`src/rtl/frame_capture_ctrl_pkg.sv`:
```
// Shared types and constants for the frame capture write sequencer.
// Defining DECIMATE_EN selects 2:1 decimation in both directions (S=2); otherwise 1:1 crop.
package buffer_ctrl_pkg;

  typedef enum logic [1:0] {
    IDLE   = 2'd0,
    SYNC   = 2'd1,
    ACTIVE = 2'd2,
    DONE   = 2'd3
  } state_t;

  localparam int SRC_CNT_W  = 10;
  localparam int BUF_ADDR_W = 8;

`ifdef DECIMATE_EN
  localparam int DEC_S = 2;
`else
  localparam int DEC_S = 1;
`endif

  localparam int DEC_SHIFT = DEC_S - 1;

  // Source counters stick at full scale rather than wrapping back into the window.
  function automatic logic [SRC_CNT_W-1:0] sat_inc(input logic [SRC_CNT_W-1:0] v);
    return (v == {SRC_CNT_W{1'b1}}) ? v : v + 1'b1;
  endfunction

endpackage

```
`src/rtl/frame_capture_ctrl_sync_edge.sv`:
```
// One-stage register on a camera-domain level with rise/fall strobes
// derived from the current input against its registered copy.
module sync_edge (
  input  logic clk,
  input  logic rst,
  input  logic i_d,
  output logic o_rise,
  output logic o_fall
);

  logic r_d;

  always_ff @(posedge clk or posedge rst) begin
    if (rst) r_d <= 1'b0;
    else     r_d <= i_d;
  end

  assign o_rise = i_d & ~r_d;
  assign o_fall = ~i_d & r_d;

endmodule

```
`src/rtl/frame_capture_ctrl.sv`:
```
// Crops a window out of the camera pixel stream and drives the frame buffer write port.
// Build option DECIMATE_EN keeps every other pixel of every other line.
//   state  | meaning
//   IDLE   | capture disabled
//   SYNC   | armed, waiting for vsync to fall
//   ACTIVE | writing window pixels of the current frame
//   DONE   | window complete, waiting for vsync to rise
module frame_capture_ctrl
  import buffer_ctrl_pkg::*;
#(
  parameter int IMG_W  = 640,
  parameter int IMG_H  = 480,
  parameter int WIN_W  = 150,
  parameter int WIN_H  = 150,
  parameter int WIN_X0 = 245,
  parameter int WIN_Y0 = 165
) (
  input  logic                  clk,
  input  logic                  rst,
  input  logic                  cap_en,
  input  logic                  vsync,
  input  logic                  href,
  input  logic                  pix_valid,
  input  logic [15:0]           pix_data,
  output logic [BUF_ADDR_W-1:0] w_addr_r,
  output logic [BUF_ADDR_W-1:0] w_addr_c,
  output logic                  w_en,
  output logic [15:0]           w_data,
  output logic                  busy,
  output logic                  frame_done,
  output logic                  frame_err
);

  localparam int X_END = WIN_X0 + WIN_W * DEC_S;
  localparam int Y_END = WIN_Y0 + WIN_H * DEC_S;
  localparam logic [SRC_CNT_W-1:0]  X0     = SRC_CNT_W'(WIN_X0);
  localparam logic [SRC_CNT_W-1:0]  Y0     = SRC_CNT_W'(WIN_Y0);
  localparam logic [BUF_ADDR_W-1:0] LAST_C = BUF_ADDR_W'(WIN_W - 1);
  localparam logic [BUF_ADDR_W-1:0] LAST_R = BUF_ADDR_W'(WIN_H - 1);

  state_t r_state, w_next;

  logic w_vs_rise, w_vs_fall, w_hs_rise, w_hs_fall;
  logic w_unused;
  logic [SRC_CNT_W-1:0]  r_col, r_row, w_off_c, w_off_r;
  logic [BUF_ADDR_W-1:0] w_ac, w_ar;
  logic w_px, w_in_win, w_phase_ok, w_hit, w_last;

  logic [BUF_ADDR_W-1:0] r_addr_r, r_addr_c;
  logic [15:0]           r_data;
  logic                  r_w_en, r_busy, r_done, r_err;

  sync_edge u_vsync_edge (.clk(clk), .rst(rst), .i_d(vsync), .o_rise(w_vs_rise), .o_fall(w_vs_fall));
  sync_edge u_href_edge  (.clk(clk), .rst(rst), .i_d(href),  .o_rise(w_hs_rise), .o_fall(w_hs_fall));

  // Line starts are implied by pixels arriving with href high.
  assign w_unused = w_hs_rise;

  assign w_px = pix_valid & href;

  always_ff @(posedge clk or posedge rst) begin
    if (rst) begin
      r_col <= '0;
      r_row <= '0;
    end else begin
      if (w_hs_fall)  r_col <= '0;
      else if (w_px)  r_col <= sat_inc(r_col);
      if (w_vs_fall)      r_row <= '0;
      else if (w_hs_fall) r_row <= sat_inc(r_row);
    end
  end

  assign w_off_c = r_col - X0;
  assign w_off_r = r_row - Y0;
  assign w_ac    = BUF_ADDR_W'(w_off_c >> DEC_SHIFT);
  assign w_ar    = BUF_ADDR_W'(w_off_r >> DEC_SHIFT);

  assign w_in_win = (int'(r_col) >= WIN_X0) && (int'(r_col) < X_END) && (int'(r_col) < IMG_W) &&
                    (int'(r_row) >= WIN_Y0) && (int'(r_row) < Y_END) && (int'(r_row) < IMG_H);

`ifdef DECIMATE_EN
  assign w_phase_ok = ~w_off_c[0] & ~w_off_r[0];
`else
  assign w_phase_ok = 1'b1;
`endif

  assign w_hit  = w_px & w_in_win & w_phase_ok & (r_state == ACTIVE);
  assign w_last = w_hit & (w_ac == LAST_C) & (w_ar == LAST_R);

  always_comb begin
    w_next = r_state;
    case (r_state)
      IDLE:    if (cap_en) w_next = SYNC;
      SYNC:    if (!cap_en) w_next = IDLE;
               else if (w_vs_fall) w_next = ACTIVE;
      ACTIVE:  if (w_last) w_next = DONE;
               else if (w_vs_rise) w_next = SYNC;
      DONE:    if (w_vs_rise) w_next = cap_en ? SYNC : IDLE;
      default: w_next = IDLE;
    endcase
  end

  always_ff @(posedge clk or posedge rst) begin
    if (rst) begin
      r_state  <= IDLE;
      r_addr_r <= '0;
      r_addr_c <= '0;
      r_data   <= '0;
      r_w_en   <= 1'b0;
      r_busy   <= 1'b0;
      r_done   <= 1'b0;
      r_err    <= 1'b0;
    end else begin
      r_state <= w_next;
      r_w_en  <= w_hit;
      if (w_hit) begin
        r_addr_r <= w_ar;
        r_addr_c <= w_ac;
        r_data   <= pix_data;
      end
      r_done <= w_last;
      r_err  <= (r_state == ACTIVE) & w_vs_rise & ~w_last;
      // Held through the cycle that carries the final write and frame_done.
      r_busy <= (w_next == ACTIVE) | w_last;
    end
  end

  assign w_addr_r   = r_addr_r;
  assign w_addr_c   = r_addr_c;
  assign w_en       = r_w_en;
  assign w_data     = r_data;
  assign busy       = r_busy;
  assign frame_done = r_done;
  assign frame_err  = r_err;

endmodule

```
`config.mk`:
```
export PLATFORM = sky130hd
export DESIGN_NAME = frame_capture_ctrl
export DESIGN_NICKNAME = d
export VERILOG_FILES = /design/src/rtl/frame_capture_ctrl_pkg.sv /design/src/rtl/frame_capture_ctrl_sync_edge.sv /design/src/rtl/frame_capture_ctrl.sv
export SDC_FILE = /design/constraint.sdc
export NUM_CORES = 1
export LEC_CHECK = 0
export CAP_MARGIN = 20
export CELL_PAD_IN_SITES_DETAIL_PLACEMENT = 2
export CELL_PAD_IN_SITES_GLOBAL_PLACEMENT = 2
export CORE_MARGIN = 2
export CORE_UTILIZATION = 37
export DETAILED_ROUTE_END_ITERATION = 6
export PLACE_DENSITY = 0.93
export SKIP_CTS_REPAIR_TIMING = 1
export SLEW_MARGIN = 20
export SYNTH_ARGS = -nofsm -noshare
export SYNTH_HDL_FRONTEND = slang
export SYNTH_SLANG_ARGS = --single-unit
```
`constraint.sdc`:
```
create_clock -name clk -period 4.8 [get_ports clk]
set_clock_uncertainty 0.15 [all_clocks]
set_input_delay 0.72 -clock clk [delete_from_list [all_inputs] [get_ports clk]]
set_output_delay 0.72 -clock clk [all_outputs]
set_load 0.02 [all_outputs]
```
# Word-level counts from Yosys, hierarchy flattened
# Cells that the tools add are included.
[word_totals]
ff_bits = 60
elab_cells = 71
out_inout_bits = 36
in_bits = 22
[classes]
eq_ne = 10
n_bitwise = 15
muxes = 14
n_lt_le_gt_ge = 6
n_reduce_logical = 10
n_addsub = 4
[op_table]
columns = ["cell", "n"]
rows = [
  ["10-bit two-way mux", 6],
  ["10-bit by 9-bit less-than comparator with 1-bit output, second input constant", 3],
  ["10-bit by 1-bit adder with 10-bit output, second input constant", 2],
  ["10-bit equality test, second input constant", 2],
  ["10-bit by 8-bit >= comparator with 1-bit output, second input constant", 2],
  ["8-bit equality test, second input constant", 2],
  ["8-bit subtractor, second input constant", 2],
  ["2-bit two-way mux", 6],
  ["1-bit AND", 10],
  ["10-bit less-than comparator, second input constant", 1],
  ["2-bit one-hot mux with 4 select lines", 1],
  ["2-bit equality test, second input constant", 3],
  ["1-bit logical AND", 5],
  ["2-bit by 1-bit inequality test with 1-bit output, second input constant", 2],
  ["1-bit NOT", 4],
  ["2-bit AND reduction", 2],
  ["2-bit nonzero test", 2],
  ["2-bit by 1-bit equality test with 1-bit output, second input constant", 1],
  ["2-bit zero test", 1],
  ["1-bit two-way mux", 1],
  ["1-bit OR", 1],
]

# Longest topological paths before layout
[depth]
ltp_word = 14
depth_mapped = 8
ltp_nobuf = 7

# Cells and area by module
# A second synthesis with hierarchy kept.
[hier_totals]
hier_cells = 282
area_unflattened_um2 = 3134.3
[by_module_without_submodules]
columns = ["module", "cells_each", "n_inst", "seq_area_each_um2", "area_per_inst_um2"]
rows = [
  ["frame_capture_ctrl", 274, 1, 1451.4, 3046.7],
  ["sync_edge", 4, 2, 25.0, 43.8],
]

# Worst setup path before layout
# OpenSTA, ideal clock, no wires.
[synth_path]
kind = "flip-flop to flip-flop"
from = "reg r_row[0]"
to = "reg r_addr_c[0] (netlist: w_addr_c[0])"
setup_slack_ns = 2.452
path_buffers = 1
arrival_ns = 2.073
stages_incl_launch_ff = 9
period_less_slack_ns = 2.348
setup_ns = 0.125
required_time_ns = 4.525
cell_sequence = "dfrtp_1 -> inv_1 -> ha_1 -> nand2b_1 -> a2111oi_0 -> o41ai_2 -> nand3_2 -> buf_6 -> mux2_4"
[synth_between]
elab_chain_cells = 6
elab_cells_between_ends = 8
cone_classes = "3 x order compare; 2 x bitwise; 3 x reduce/logical"
[synth_rtl]
columns = ["item", "line", "rtl"]
rows = [
  ["from (decl)", "frame_capture_ctrl.sv:45", "logic [SRC_CNT_W-1:0] r_col, r_row, w_off_c, w_off_r;"],
  ["from (signal assigned)", "frame_capture_ctrl.sv:69", "else if (w_hs_fall) r_row <= sat_inc(r_row);"],
  ["10-bit by 8-bit >= comparator with 1-bit output", "frame_capture_ctrl.sv:79", "(int'(r_row) >= WIN_Y0) && (int'(r_row) < Y_END) && (int'(r_row) < IMG_H);"],
  ["1-bit logical AND", "frame_capture_ctrl.sv:78", "assign w_in_win = (int'(r_col) >= WIN_X0) && (int'(r_col) < X_END) && (int'(r_col) < IMG_W) &&"],
  ["1-bit logical AND", "frame_capture_ctrl.sv:79", ""],
  ["1-bit logical AND *", "frame_capture_ctrl.sv:79", ""],
  ["1-bit AND * (2 in a row)", "frame_capture_ctrl.sv:87", "assign w_hit = w_px & w_in_win & w_phase_ok & (r_state == ACTIVE);"],
  ["to (signal assigned)", "frame_capture_ctrl.sv:118", "r_addr_c <= w_ac;"],
  ["to (decl)", "frame_capture_ctrl.sv:49", "logic [BUF_ADDR_W-1:0] r_addr_r, r_addr_c;"],
]
# Every way passes the cells marked *; elsewhere a longest branch is shown, timed or not.
# A chain may end at the register's enable or synchronous reset.

# Worst setup path after layout
[layout_path]
from = "reg r_row[0]"
to = "reg r_data[7] (netlist: w_data[7])"
[layout_between]
elab_chain_cells = 6
elab_cells_between_ends = 8
cone_classes = "3 x order compare; 2 x bitwise; 3 x reduce/logical"
[layout_rtl]
columns = ["item", "line", "rtl"]
rows = [
  ["10-bit by 8-bit >= comparator with 1-bit output", "frame_capture_ctrl.sv:79", ""],
  ["1-bit logical AND", "frame_capture_ctrl.sv:78", ""],
  ["1-bit logical AND", "frame_capture_ctrl.sv:79", ""],
  ["1-bit logical AND *", "frame_capture_ctrl.sv:79", ""],
  ["1-bit AND * (2 in a row)", "frame_capture_ctrl.sv:87", ""],
  ["to (signal assigned)", "frame_capture_ctrl.sv:119", "r_data <= pix_data;"],
  ["to (decl)", "frame_capture_ctrl.sv:50", "logic [15:0] r_data;"],
]
# Marks and branches as above.

==> run_results.csv <==
group,metric,value,unit
logic_synthesis,avgSynthCellArea,11.3,sq um
layout,drive_above_1_share,16.1,%
logic_synthesis,synth_cells,286,
layout,seqCellArea,1500,sq um
logic_synthesis,ys.flop_type,"dfrtp_1",
critical_path,worstReg2RegStart,"r_row[0]",
floorplan,rows,34,
power_and_ir_drop,irDropWorstVdd,117,uV
global_routing,grt_pass1_wl,16.8,mm
route,routedWlPerCell,22.4,um
power_and_ir_drop,power.leakage,1.86,nW
global_routing,grt_start_max_net_pins,61,
critical_path,endpoint_kind,"register",
worst_hold_path,min_path_cells,1,
layout,final_nets,372,
worst_hold_path,worstHoldStart,"w_data[6]",
worst_hold_path,holdCritPathClass,"register to register",
floorplan,fp.dieW,97.5,um
critical_path,start_kind,"register",
timing,relSlewSlack,33.9,%
layout,finish.utilization,47.6,%
route,drc,0,
cts,cts_tree,"done",
timing,finalSetupViolations,0,
run_status,status,"complete, no violations",
timing,finalHoldViolCount,0,
cts,clock_latency,0.35,ns
route,drt_wl_total,10.2,mm
floorplan,die_h,97.5,um
global_routing,first_global_vias,2870,
cts,clkTransAtPathRegs,0.07,ns
critical_path,critPathMaxFanout,28,
critical_path,r2r-end,"w_data[7]",
logic_synthesis,synth_seq_area_share,46.4,%
placed_design,io_buffer_count,57,
logic_synthesis,async_flop_share,100,%
floorplan,core_area,8590,sq um
floorplan,io_pins,58,
logic_synthesis,synth_area,3240,sq um
timing,rsz0062_at_grt,"no",
timing,max_freq,322,MHz
timing,worst_pin_slew,0.989,ns
route,vias,2479,
timing,finalCritPeriodShare,64.6,%
route,drt-initial-drc-count,99,
critical_path,cp.arrival,3.18,ns
logic_synthesis,synth_edf_count,0,
floorplan,start_util,37.7,%
timing,whs,0.367,ns
layout,layout_common_cells,"60 x dfrtp_1, 57 x clkdlybuf4s50_1, 28 x mux2_4",
logic_synthesis,syn_nets,316,
global_routing,antenna_found_initial,0,
critical_path,reg2reg_slack,1.70,ns
floorplan,die_area,9510,sq um
cts,htree_levels,3,
logic_synthesis,yosysUniqueCellTypes,52,
timing,tns,0,ns
layout,final_common_cell,"dfrtp_1",
placed_design,dp_hpwl,7.00,mm
critical_path,reg2reg_depth,8,
logic_synthesis,yosysTopAreaCellShare,46.4,%
cts,clock_sinks,60,
logic_synthesis,yosys_warnings,0,
cts,cts_root_buf,"clkbuf_8",
timing,slew_violations,0,
cts,cts_buffers,9,
timing,period_minus_slack,3.10,ns
global_routing,grt_use_total,22.7,%
logic_synthesis,synthTopCellsByArea,"dfrtp_1 46%, mux2_4 13%, xnor2_1 5.1%",
placed_design,place.gp.congestion,0.843,
logic_synthesis,synth-seq-cells,60,
critical_path,required,4.88,ns
layout,stdcell_area,4090,sq um
logic_synthesis,synth_area_leader_cell,"dfrtp_1",
layout,multi_input_area,1590,sq um
global_routing,overflow,0,
layout,syn2layout_area_growth,26.3,%
layout,fillers,872,
placed_design,place_area,3870,sq um
worst_hold_path,min_to,"w_data[6]",
route,first_pass_iters,4,
layout,diodes,0,
power_and_ir_drop,power_density,292,nW/um^2
route,vias_per_cell,5.45,
flow_run,drv_cap,0,
cts,clock_path_buffers,2,
critical_path,path_class,"register to register",
route,drtAntennaViolNets,0,
[metal layers]
layer | part of all wire [%] | wire, um | track usage (%)
met2 | 51 | 5250 | 38.7
met4 | 2.6 | 266 | 9.08
met1 | 43 | 4390 | 28.7
met3 | 3.0 | 305 | 3.67
met5 | 0 | 0 | 0
[synthesized netlist by cell type (2+ instances only)]
cell       count
nor2b_1        7
a211oi_1       2
nand3_1       10
nand4_1        5
nor2_1        22
xor2_1         6
mux2_4        28
buf_2          6
o21ai_1        2
o21ai_0       11
ha_1           8
buf_6          4
dfrtp_1       60
inv_1         15
nand2_1       12
mux2i_1        3
or3_1          7
and2_1         2
and3_1         2
and4b_1        2
nand2b_1       3
clkbuf_1       4
a2111oi_0      2
a21oi_1       12
nor3_1         6
xnor2_1       19
[registers in the layout (all words and copies together), names as in the netlist]
register / flops
busy: 1
frame_done: 1
frame_err: 1
r_col: 10
r_row: 10
r_state: 2
u_href_edge.r_d: 1
u_vsync_edge.r_d: 1
w_addr_c: 8
w_addr_r: 8
w_data: 16
w_en: 1
[worst max-delay path by stage]
stage | slack (ns) | cells after the start | to | start
final | 1.70 | 8 | w_data[7] | r_row[0]
after global routing | 1.51 | 8 | w_data[7] | r_row[0]
after CTS | 1.64 | 8 | w_data[7] | r_row[0]
after detailed placement | 1.46 | 6 | r_row[7] | href
after global placement | 1.58 | 6 | r_row[7] | href
after floorplan | 2.45 | 1 | busy | rst
[metrics by stage]
step	std cells	worst slack (ns)	power, W
2_1_floorplan	286	2.45	0.000634
3_3_place_gp	439	1.58	0.000681
3_5_place_dp	439	1.46	0.000696
4_1_cts	455	1.64	0.00121
5_1_grt	455	1.51	0.00124
6_report	455	1.70	0.00119
[power breakdown]
part           switching (W)  leakage (nW)  internal [W]
clock network       0.000207         0.112      0.000296
logic              0.0000832         0.940     0.0000611
registers          0.0000260         0.811      0.000520
[area by class of cell]
type                       count  area share (%)
sequential                    60            36.7
timing repair buffer          59            14.3
tap                          108            3.30
inverter                      15            1.38
clock inverter                 3            1.04
multi-input combinational    197            38.9
clock buffer                  13            4.38
[cell families (layout without fill, tap and decap cells)]
family | count (synthesis) | in the layout | synth area share, %
DFF | 60 | 60 | 46.4
buffers and inverters | 29 | 90 | 4.52
xor gates and xnor gates | 25 | 25 | 6.76
muxes | 31 | 31 | 13.9
AOI/OAI and AO/OA | 46 | 46 | 10.4
and+or+nand+nor | 87 | 87 | 14.9
adders and majority gates | 8 | 8 | 3.09
[worst max-delay path: stages, from the launching register on]
cell and delay [ns]:
dfrtp_1 0.45, inv_1 0.19, ha_1 0.29, nand2b_1 0.07, a2111oi_0 0.57, o41ai_2 0.22, nand3_2 0.18, buf_4 0.48
mux2_4 0.36
Note: power is estimated with default switching activity, not from simulation.
